===== src/rtl/fir_seq_pkg.sv =====
// rtl/fir_seq_pkg.sv - shared types and constants for the FIR tap sequencer
package fir_seq_pkg;

    typedef enum logic [1:0] {
        IDLE  = 2'd0,
        SHIFT = 2'd1,
        MAC   = 2'd2,
        DONE  = 2'd3
    } seq_state_t;

    localparam int MIN_DIV   = 2;
    localparam int OVR_CNT_W = 8;

    // Ratios below MIN_DIV would tick every cycle or never; clamp them up.
    function automatic logic [31:0] clamp_ratio(input logic [31:0] ratio);
        return (ratio < 32'(MIN_DIV)) ? 32'(MIN_DIV) : ratio;
    endfunction

endpackage


===== src/rtl/fir_tap_sequencer_sample_tick_gen.sv =====
// rtl/fir_tap_sequencer_sample_tick_gen.sv - programmable divider producing a registered one-cycle sample_tick
module sample_tick_gen
    import fir_seq_pkg::*;
#(
    parameter int DIV_W = 16
) (
    input  logic             clk_in,
    input  logic             reset_n,
    input  logic             enable,
    input  logic [DIV_W-1:0] div_ratio,
    output logic             tick_next,
    output logic             sample_tick
);

    logic [DIV_W-1:0] cnt;
    logic [DIV_W-1:0] eff_ratio;
    logic             at_end;

    assign eff_ratio = DIV_W'(clamp_ratio(32'(div_ratio)));

    // >= rather than == so a ratio lowered below the running count ticks at once.
    assign at_end    = (cnt >= (eff_ratio - DIV_W'(1)));
    assign tick_next = enable && at_end;

    always_ff @(posedge clk_in or negedge reset_n) begin
        if (!reset_n) begin
            cnt         <= '0;
            sample_tick <= 1'b0;
        end else begin
            sample_tick <= tick_next;
            if (!enable || at_end) begin
                cnt <= '0;
            end else begin
                cnt <= cnt + DIV_W'(1);
            end
        end
    end

endmodule


===== src/rtl/fir_tap_sequencer.sv =====
// rtl/fir_tap_sequencer.sv - sample-rate scheduler and tap sequencer for a shared FIR MAC
// Optional saturating overrun counter port enabled by SEQ_OVERRUN_CNT_EN.
module fir_tap_sequencer
    import fir_seq_pkg::*;
#(
    parameter int NUM_TAPS = 16,
    parameter int DIV_W    = 16,
    localparam int ADDR_W  = $clog2(NUM_TAPS)
) (
    input  logic                 clk_in,
    input  logic                 reset_n,
    input  logic                 enable,
    input  logic [DIV_W-1:0]     div_ratio,
    output logic                 sample_tick,
    output logic                 shift_en,
    output logic [ADDR_W-1:0]    tap_addr,
    output logic                 acc_clr,
    output logic                 acc_en,
    output logic                 out_valid,
    output logic                 busy,
`ifdef SEQ_OVERRUN_CNT_EN
    output logic [OVR_CNT_W-1:0] overrun_cnt,
`endif
    output logic                 overrun
);

    seq_state_t state;
    logic       tick_next;
    logic       last_tap;

    sample_tick_gen #(
        .DIV_W (DIV_W)
    ) u_tick_gen (
        .clk_in      (clk_in),
        .reset_n     (reset_n),
        .enable      (enable),
        .div_ratio   (div_ratio),
        .tick_next   (tick_next),
        .sample_tick (sample_tick)
    );

    assign last_tap = (tap_addr == ADDR_W'(NUM_TAPS - 1));
    assign busy     = (state != IDLE);

    always_ff @(posedge clk_in or negedge reset_n) begin
        if (!reset_n) begin
            state     <= IDLE;
            tap_addr  <= '0;
            shift_en  <= 1'b0;
            acc_en    <= 1'b0;
            acc_clr   <= 1'b0;
            out_valid <= 1'b0;
            overrun   <= 1'b0;
        end else begin
            shift_en  <= 1'b0;
            acc_en    <= 1'b0;
            acc_clr   <= 1'b0;
            out_valid <= 1'b0;
            // Registered overrun lines up with the tick it reports: it is set when
            // the next cycle will both carry a tick and be a SHIFT or MAC cycle.
            overrun   <= tick_next && ((state == SHIFT) || ((state == MAC) && !last_tap));
            case (state)
                IDLE: begin
                    if (sample_tick) begin
                        state    <= SHIFT;
                        shift_en <= 1'b1;
                    end
                end
                SHIFT: begin
                    state    <= MAC;
                    tap_addr <= '0;
                    acc_en   <= 1'b1;
                    acc_clr  <= 1'b1;
                end
                MAC: begin
                    if (last_tap) begin
                        state     <= DONE;
                        tap_addr  <= '0;
                        out_valid <= 1'b1;
                    end else begin
                        tap_addr <= tap_addr + ADDR_W'(1);
                        acc_en   <= 1'b1;
                    end
                end
                DONE: begin
                    if (sample_tick) begin
                        state    <= SHIFT;
                        shift_en <= 1'b1;
                    end else begin
                        state <= IDLE;
                    end
                end
                default: state <= IDLE;
            endcase
        end
    end

`ifdef SEQ_OVERRUN_CNT_EN
    always_ff @(posedge clk_in or negedge reset_n) begin
        if (!reset_n) begin
            overrun_cnt <= '0;
        end else if (overrun && (overrun_cnt != {OVR_CNT_W{1'b1}})) begin
            overrun_cnt <= overrun_cnt + OVR_CNT_W'(1);
        end
    end
`endif

endmodule


===== config.mk =====
export PLATFORM = sky130hd
export DESIGN_NAME = fir_tap_sequencer
export DESIGN_NICKNAME = d
export VERILOG_FILES = /design/src/rtl/fir_seq_pkg.sv /design/src/rtl/fir_tap_sequencer_sample_tick_gen.sv /design/src/rtl/fir_tap_sequencer.sv
export SDC_FILE = /design/constraint.sdc
export NUM_CORES = 1
export LEC_CHECK = 0
export CAP_MARGIN = 20
export CORE_UTILIZATION = 49
export DETAILED_ROUTE_END_ITERATION = 10
export PLACE_DENSITY = 0.76
export SLEW_MARGIN = 20
export SYNTH_ARGS = -nofsm -noshare
export SYNTH_HDL_FRONTEND = slang
export SYNTH_HIERARCHICAL = 1
export SYNTH_SLANG_ARGS = --single-unit

===== constraint.sdc =====
create_clock -name clk_in -period 1.95 [get_ports clk_in]
set_input_delay 0.39 -clock clk_in [delete_from_list [all_inputs] [get_ports clk_in]]
set_output_delay 0.39 -clock clk_in [all_outputs]
set_load 0.01 [all_outputs]

Word level (Yosys, flattened, before mapping)

Cells that the tools add are included.

Bits in registers: 28
Word-level logic and storage cells: 47
Input port bits: 19
Output and inout port bits: 11

Equal/unequal tests: 6
Muxes and demuxes: 15
Magnitude comparators: 2
Reduce and logical (&&, ||, !) cells: 12
Add/subtract/negate cells: 3

Operators by type and width:

| operator              | count |
|---|---|
| $mux 16               | 2 |
| $add 16x1->16 const B | 1 |
| $ge 16x16->1          | 1 |
| $lt 16x2->1 const B   | 1 |
| $sub 16x1->16 const B | 1 |
| $pmux 2 s4            | 1 |
| $pmux 4 s2            | 1 |
| $mux 1                | 7 |
| $add 4x1->4 const B   | 1 |
| $eq 2x2->1 const B    | 2 |
| $eq 4x4->1 const B    | 1 |
| $mux 2                | 2 |
| $mux 4                | 1 |
| $reduce_bool 2->1     | 2 |
| $logic_and 1x1->1     | 3 |
| $eq 2x1->1 const B    | 1 |
| $logic_not 1->1       | 2 |
| $logic_not 2->1       | 1 |
| $logic_or 1x1->1      | 2 |
| $ne 2x1->1 const B    | 1 |
| $ne 2x2->1 const B    | 1 |
| $pmux 1 s2            | 1 |
| $reduce_and 2->1      | 1 |
| $reduce_or 2->1       | 1 |

Depth between registers and ports, before layout

Depth after elaboration: 6
Depth in mapped cells: 16

Modules after synthesis

Netlist, hierarchy kept.

Modules (own cells, without submodules):

| module            | cells an instance | seq. area each (um^2) | times used | area each (um^2) |
|---|---|---|---|---|
| sample_tick_gen   | 163               | 425.4                 | 1          | 1,402.6 |
| fir_tap_sequencer | 54                | 275.3                 | 1          | 579.3 |

Least setup slack after synthesis

Ideal clock, no wire load.

Path kind: input to register
Start: input port div_ratio[10]
End: register u_tick_gen.cnt[10]
Cell stages on the path: 16
Required time: 1.829 ns
Arrival time: 3.602 ns
Path slack: -1.773 ns
Setup time: 0.121 ns
Cells stage by stage: or4_4 and4bb_2 and2_4 inv_2 o21ai_1 ha_1 nand2_1 nor4_1 xnor2_1 ha_1 and4_1 nand2_1 o311a_1 o211ai_1 buf_2 nor2_1

Word-level cells in the longest chain between the ends: 6

RTL lines:

| element                | line                                    | text |
|---|---|---|
| start: declaration     | fir_tap_sequencer.sv:13                 | `input logic [DIV_W-1:0] div_ratio,` |
| $lt 16x2->1            | fir_seq_pkg.sv:16                       | `return (ratio < 32'(MIN_DIV)) ? 32'(MIN_DIV) : ratio;` |
| $mux 16 (*)            | fir_seq_pkg.sv:16                       |  |
| $sub 16x1->16 (*)      | fir_tap_sequencer_sample_tick_gen.sv:22 | `assign at_end = (cnt >= (eff_ratio - DIV_W'(1)));` |
| $ge 16x16->1 (*)       | fir_tap_sequencer_sample_tick_gen.sv:22 |  |
| $logic_or 1x1->1 (*)   | fir_tap_sequencer_sample_tick_gen.sv:31 | `if (!enable \|\| at_end) begin` |
| $mux 16 (*)            | fir_tap_sequencer_sample_tick_gen.sv:31 |  |
| end signal: assignment | fir_tap_sequencer_sample_tick_gen.sv:34 | `cnt <= cnt + DIV_W'(1);` |
| end: declaration       | fir_tap_sequencer_sample_tick_gen.sv:15 | `logic [DIV_W-1:0] cnt;` |

Every way passes the cells marked *; elsewhere a longest branch is shown, timed or not.
A chain may end at the register's enable or synchronous reset.

Worst setup path after layout

Start: input port div_ratio[7]
End: register u_tick_gen.cnt[15]

Same word-level chain as after synthesis.

==> summary.md <==
| Metric | Value |
|---|---|
| H-tree Lvls | `1` |
| Adder-Cell Fraction of Synth Area | `approximately 15%` |
| Most common cell in the synthesized netlist | `nor2_1` |
| Multi-input gate area | `about 0.0013 mm2` |
| Vias in the first global route | `1608` |
| Failing checks | `negative setup slack` |
| Die Footprint | `0.00430 mm2` |
| VDD IR max | `between 0.7 and 0.8 mV` |
| Ant. Diodes | `0` |
| Crit path max-delay family | `simple AND/OR/NAND/NOR gates` |
| Synthesized area | `0.00198 mm2` |
| Core footprint | `around 0.0038 mm2` |
| CTS sink count | `28` |
| EDFF count, synth | `0` |
| Die Y | `65.6 um` |
| CP max-delay cell | `or4_4` |
| Syn Nets | `260` |
| Post-layout instance area | `0.00283 mm2` |
| Total grt overflow | `0` |
| Antenna Violating Nets Remaining | `0` |
| Static leakage power | `~0.0013 uW` |
| Synth warnings | `6` |
| Total Routing Usage GR | `between 20% and 30%` |
| Synth-to-Final Area Change | `42.9%` |
| Placed Area | `0.00258 mm2` |
| # rows | `22` |
| Die Wd | `about 66 um` |
| First-pass GRT wire length | `7160 um` |
| Deepest clock path buffer count | `2` |
| RSZ-0062 raised after global routing | `true` |
| Synth Flop Type | `dfrtp_1` |
| Via count | `about 1800` |
| Synthesis-stage register bit count | `28` |
| I/O Buffers | `29` |
| FF-to-FF Start | `u_tick_gen/cnt[0]` |
| Post-synthesis compound-gate area fraction | `10.4%` |
| Asr flop ratio synth | `between 90% and 100%` |
| CP max FO | `5` |
| Status | `finished with violations` |
| Top cells by count, synth | `nor2_1, dfrtp_1, ha_1` |
| Hold WC Path Type | `input pin to async pin` |
| Routed wire per std cell | `around 14 um` |
| Cells along the critical path | `buf_6 -> or4_4 -> and4bb_2 -> and2_4 -> inv_4 -> o21ai_4 -> buf_4 -> buf_6 -> buf_4 -> buf_4 -> buf_4 -> buf_4 -> ha_4 -> nand2b_4 -> a211o_1 -> a211oi_2 -> o211ai_1 -> buf_4 -> a21oi_2` |
| Fin Clk Skew | `~0.0090 ns` |
| CP required | `2.16 ns` |
| Vias/cell | `around 5.3` |
| Worst-margin pin slew | `0.374 ns` |
| CP Capture Type | `register` |
| Fin nets | `approximately 340` |
| CTS Buf Count | `3` |
| Post-synth top area cell | `dfrtp_1` |
| Crit path top cell by count | `buf_4` |
| Xor and xnor area share after synthesis | `11.0%` |
| Synth unique cells | `42` |
| Synth Area in Simple Gates | `between 20% and 30%` |
| Worst-Skew Late Latency | `between 0.2 and 0.3 ns` |
| Largest net degree at the start of global routing | `29` |
| Root Buffer | `clkbuf_8` |
| R2R setup slack | `0 ns` |
| Yosys top cell area share | `35.4%` |
| Worst Path Buf+Inv | `9` |
| Io pins | `30` |
| Initial Utilization | `52.6%` |
| CP Data Arrival Time | `around 3.7 ns` |
| Final setup margin | `-1.51 ns` |
| Seq. cell area | `roughly 700 um2` |
| Post-synthesis sequential area ratio | `between 30% and 40%` |
| Startpoint Class | `input pin` |
| CTS tree | `built` |
| Fin. max-slew vios | `0` |
| Starting DRT DRC Count | `53` |
| MaxCap Viol Count | `0` |
| Final period utilization | `177%` |
| GPL Wtd Cong | `around 0.86` |
| Worst reg2reg path depth | `8` |
| Count of final hold-check violations | `0` |
| Clock transition at the registers of the reported paths | `approximately 0.10 ns` |
| Crit path from | `div_ratio[7]` |
| FMAX | `around 290 MHz` |
| Mean post-synth cell area | `9.13 um2` |
| Final setup fails | `18` |
| Main combinational cell family by area after synthesis | `simple AND/OR/NAND/NOR gates` |
| Initial antenna violation count | `0` |
| Post-synthesis mux area share | `1.01%` |
| Max incr delay on CP | `between 0.5 and 0.6 ns` |
| Proportion of layout cells with a drive suffix above 1 | `between 20% and 30%` |
| RR Endpoint | `u_tick_gen/cnt[15]` |
| First-pass DRT Iterations | `5` |
| DP HPWL | `3240 um` |
| Fin Hold WS | `0.480 ns` |
| Syn Inst Count | `~220` |
| Drc violations | `0` |
| Worst slew margin | `about 75%` |
| DRT Wirelength | `about 4600 um` |
| Synth top area cells | `dfrtp_1, ha_1, xnor2_1` |
| Stages on the worst setup path | `19` |
| Fill cells | `about 250` |
| Fin crit period | `3.46 ns` |
| Crit path capture | `u_tick_gen/cnt[15]` |
| WS Path Type | `input pin to register` |
| PD cells | `around 680 mW/mm2` |
[report_power, final]
| part | leakage, uW | total (uW) | internal, uW | switching (uW) |
|---|---|---|---|---|
| Clock | 0.0000357 | 459 | 275 | 185 |
| Sequential | 0.000381 | 692 | 647 | 45.0 |
| Combinational | 0.000896 | 770 | 375 | 395 |
[worst reg2reg max path, cell delays in order, from the launching register on]
cell and delay [ns]:
dfrtp_1 0.39, inv_1 0.10, ha_4 0.20, nand2b_4 0.13
a211o_1 0.29, a211oi_2 0.26, o211ai_1 0.20, buf_4 0.21
a21oi_2 0.11
[worst min path at each step]
stage                      start  depth (start not counted)                end
5_1_grt                  reset_n                          2           state[1]
4_1_cts                  reset_n                          2           state[1]
3_5_place_dp   u_tick_gen/cnt[0]                          2  u_tick_gen/cnt[0]
6_report                 reset_n                          2           state[1]
3_3_place_gp   u_tick_gen/cnt[0]                          2  u_tick_gen/cnt[0]
2_1_floorplan            reset_n                          0            acc_clr
[cells by family after synthesis]
| family | Yosys count |
|---|---|
| simple gates | 89 |
| compound gates | 32 |
| flops | 28 |
| xor+xnor | 25 |
| fa+ha+maj | 24 |
| buf+inv | 17 |
| mux | 2 |
[routing by layer]
layer / track usage (%) / share of wire [%]
met5: 0 / 0
met4: 2.45 / 0.28
met3: 3.13 / 2.2
met2: 34.1 / 48
met1: 30.6 / 49
[sequential cells by signal, summed over array words and instances (netlist names)]
signal and cells:
u_tick_gen/cnt 16, tap_addr 4, state 2, acc_clr 1
acc_en 1, out_valid 1, overrun 1, shift_en 1
u_tick_gen/sample_tick 1
[stage by stage]
stage	TNS, ns	util, %	worst slack (ns)	power, uW	cells
global route	-28.45	75.1	-1.60	2030	340
CTS	-26.66	72.5	-1.50	1900	337
finish	-26.41	75.1	-1.51	1920	340
detailed placement	-36.66	68.3	-2.09	1400	323
global placement	-34.60	68.3	-1.94	1390	323
floorplan	-28.21	-	-1.64	1140	217
[cell type report]
class / count / share of cell area, %
clock buffers: 3 / 1.46
clock inverters: 1 / 1.06
inverters: 14 / 1.94
multi-input cells: 172 / 47.0
flip-flops and latches: 28 / 24.7
well taps: 48 / 2.12
repair buffers: 74 / 21.6
[cell usage in the layout, fill, tap and decap left out, drive strengths merged, types with 3 or more instances in the layout]
master,synthesis,final
dlygate4sd2,0,4
o21ai,9,9
nor4,3,3
nand3,11,11
xnor2,18,18
clkbuf,0,4
buf,3,48
and4,3,3
ha,24,24
or3,3,3
xor2,7,7
o21a,3,3
inv,14,14
a21oi,8,8
and2,4,4
a21o,3,3
dfrtp,28,28
clkdlybuf4s50,0,20
nor2,32,32
nand2,13,13
a211o,3,3
nand4,4,4
nor3,7,7
[repair_timing]
action,CTS,global route
buffers inserted,9,4
gates resized for setup,26,19
cloned,1,0
endpoints found under the setup margin,19,19
pin swaps,29,12
hold buffers,0,0
No activity file was read; power rests on OpenSTA's default activity.
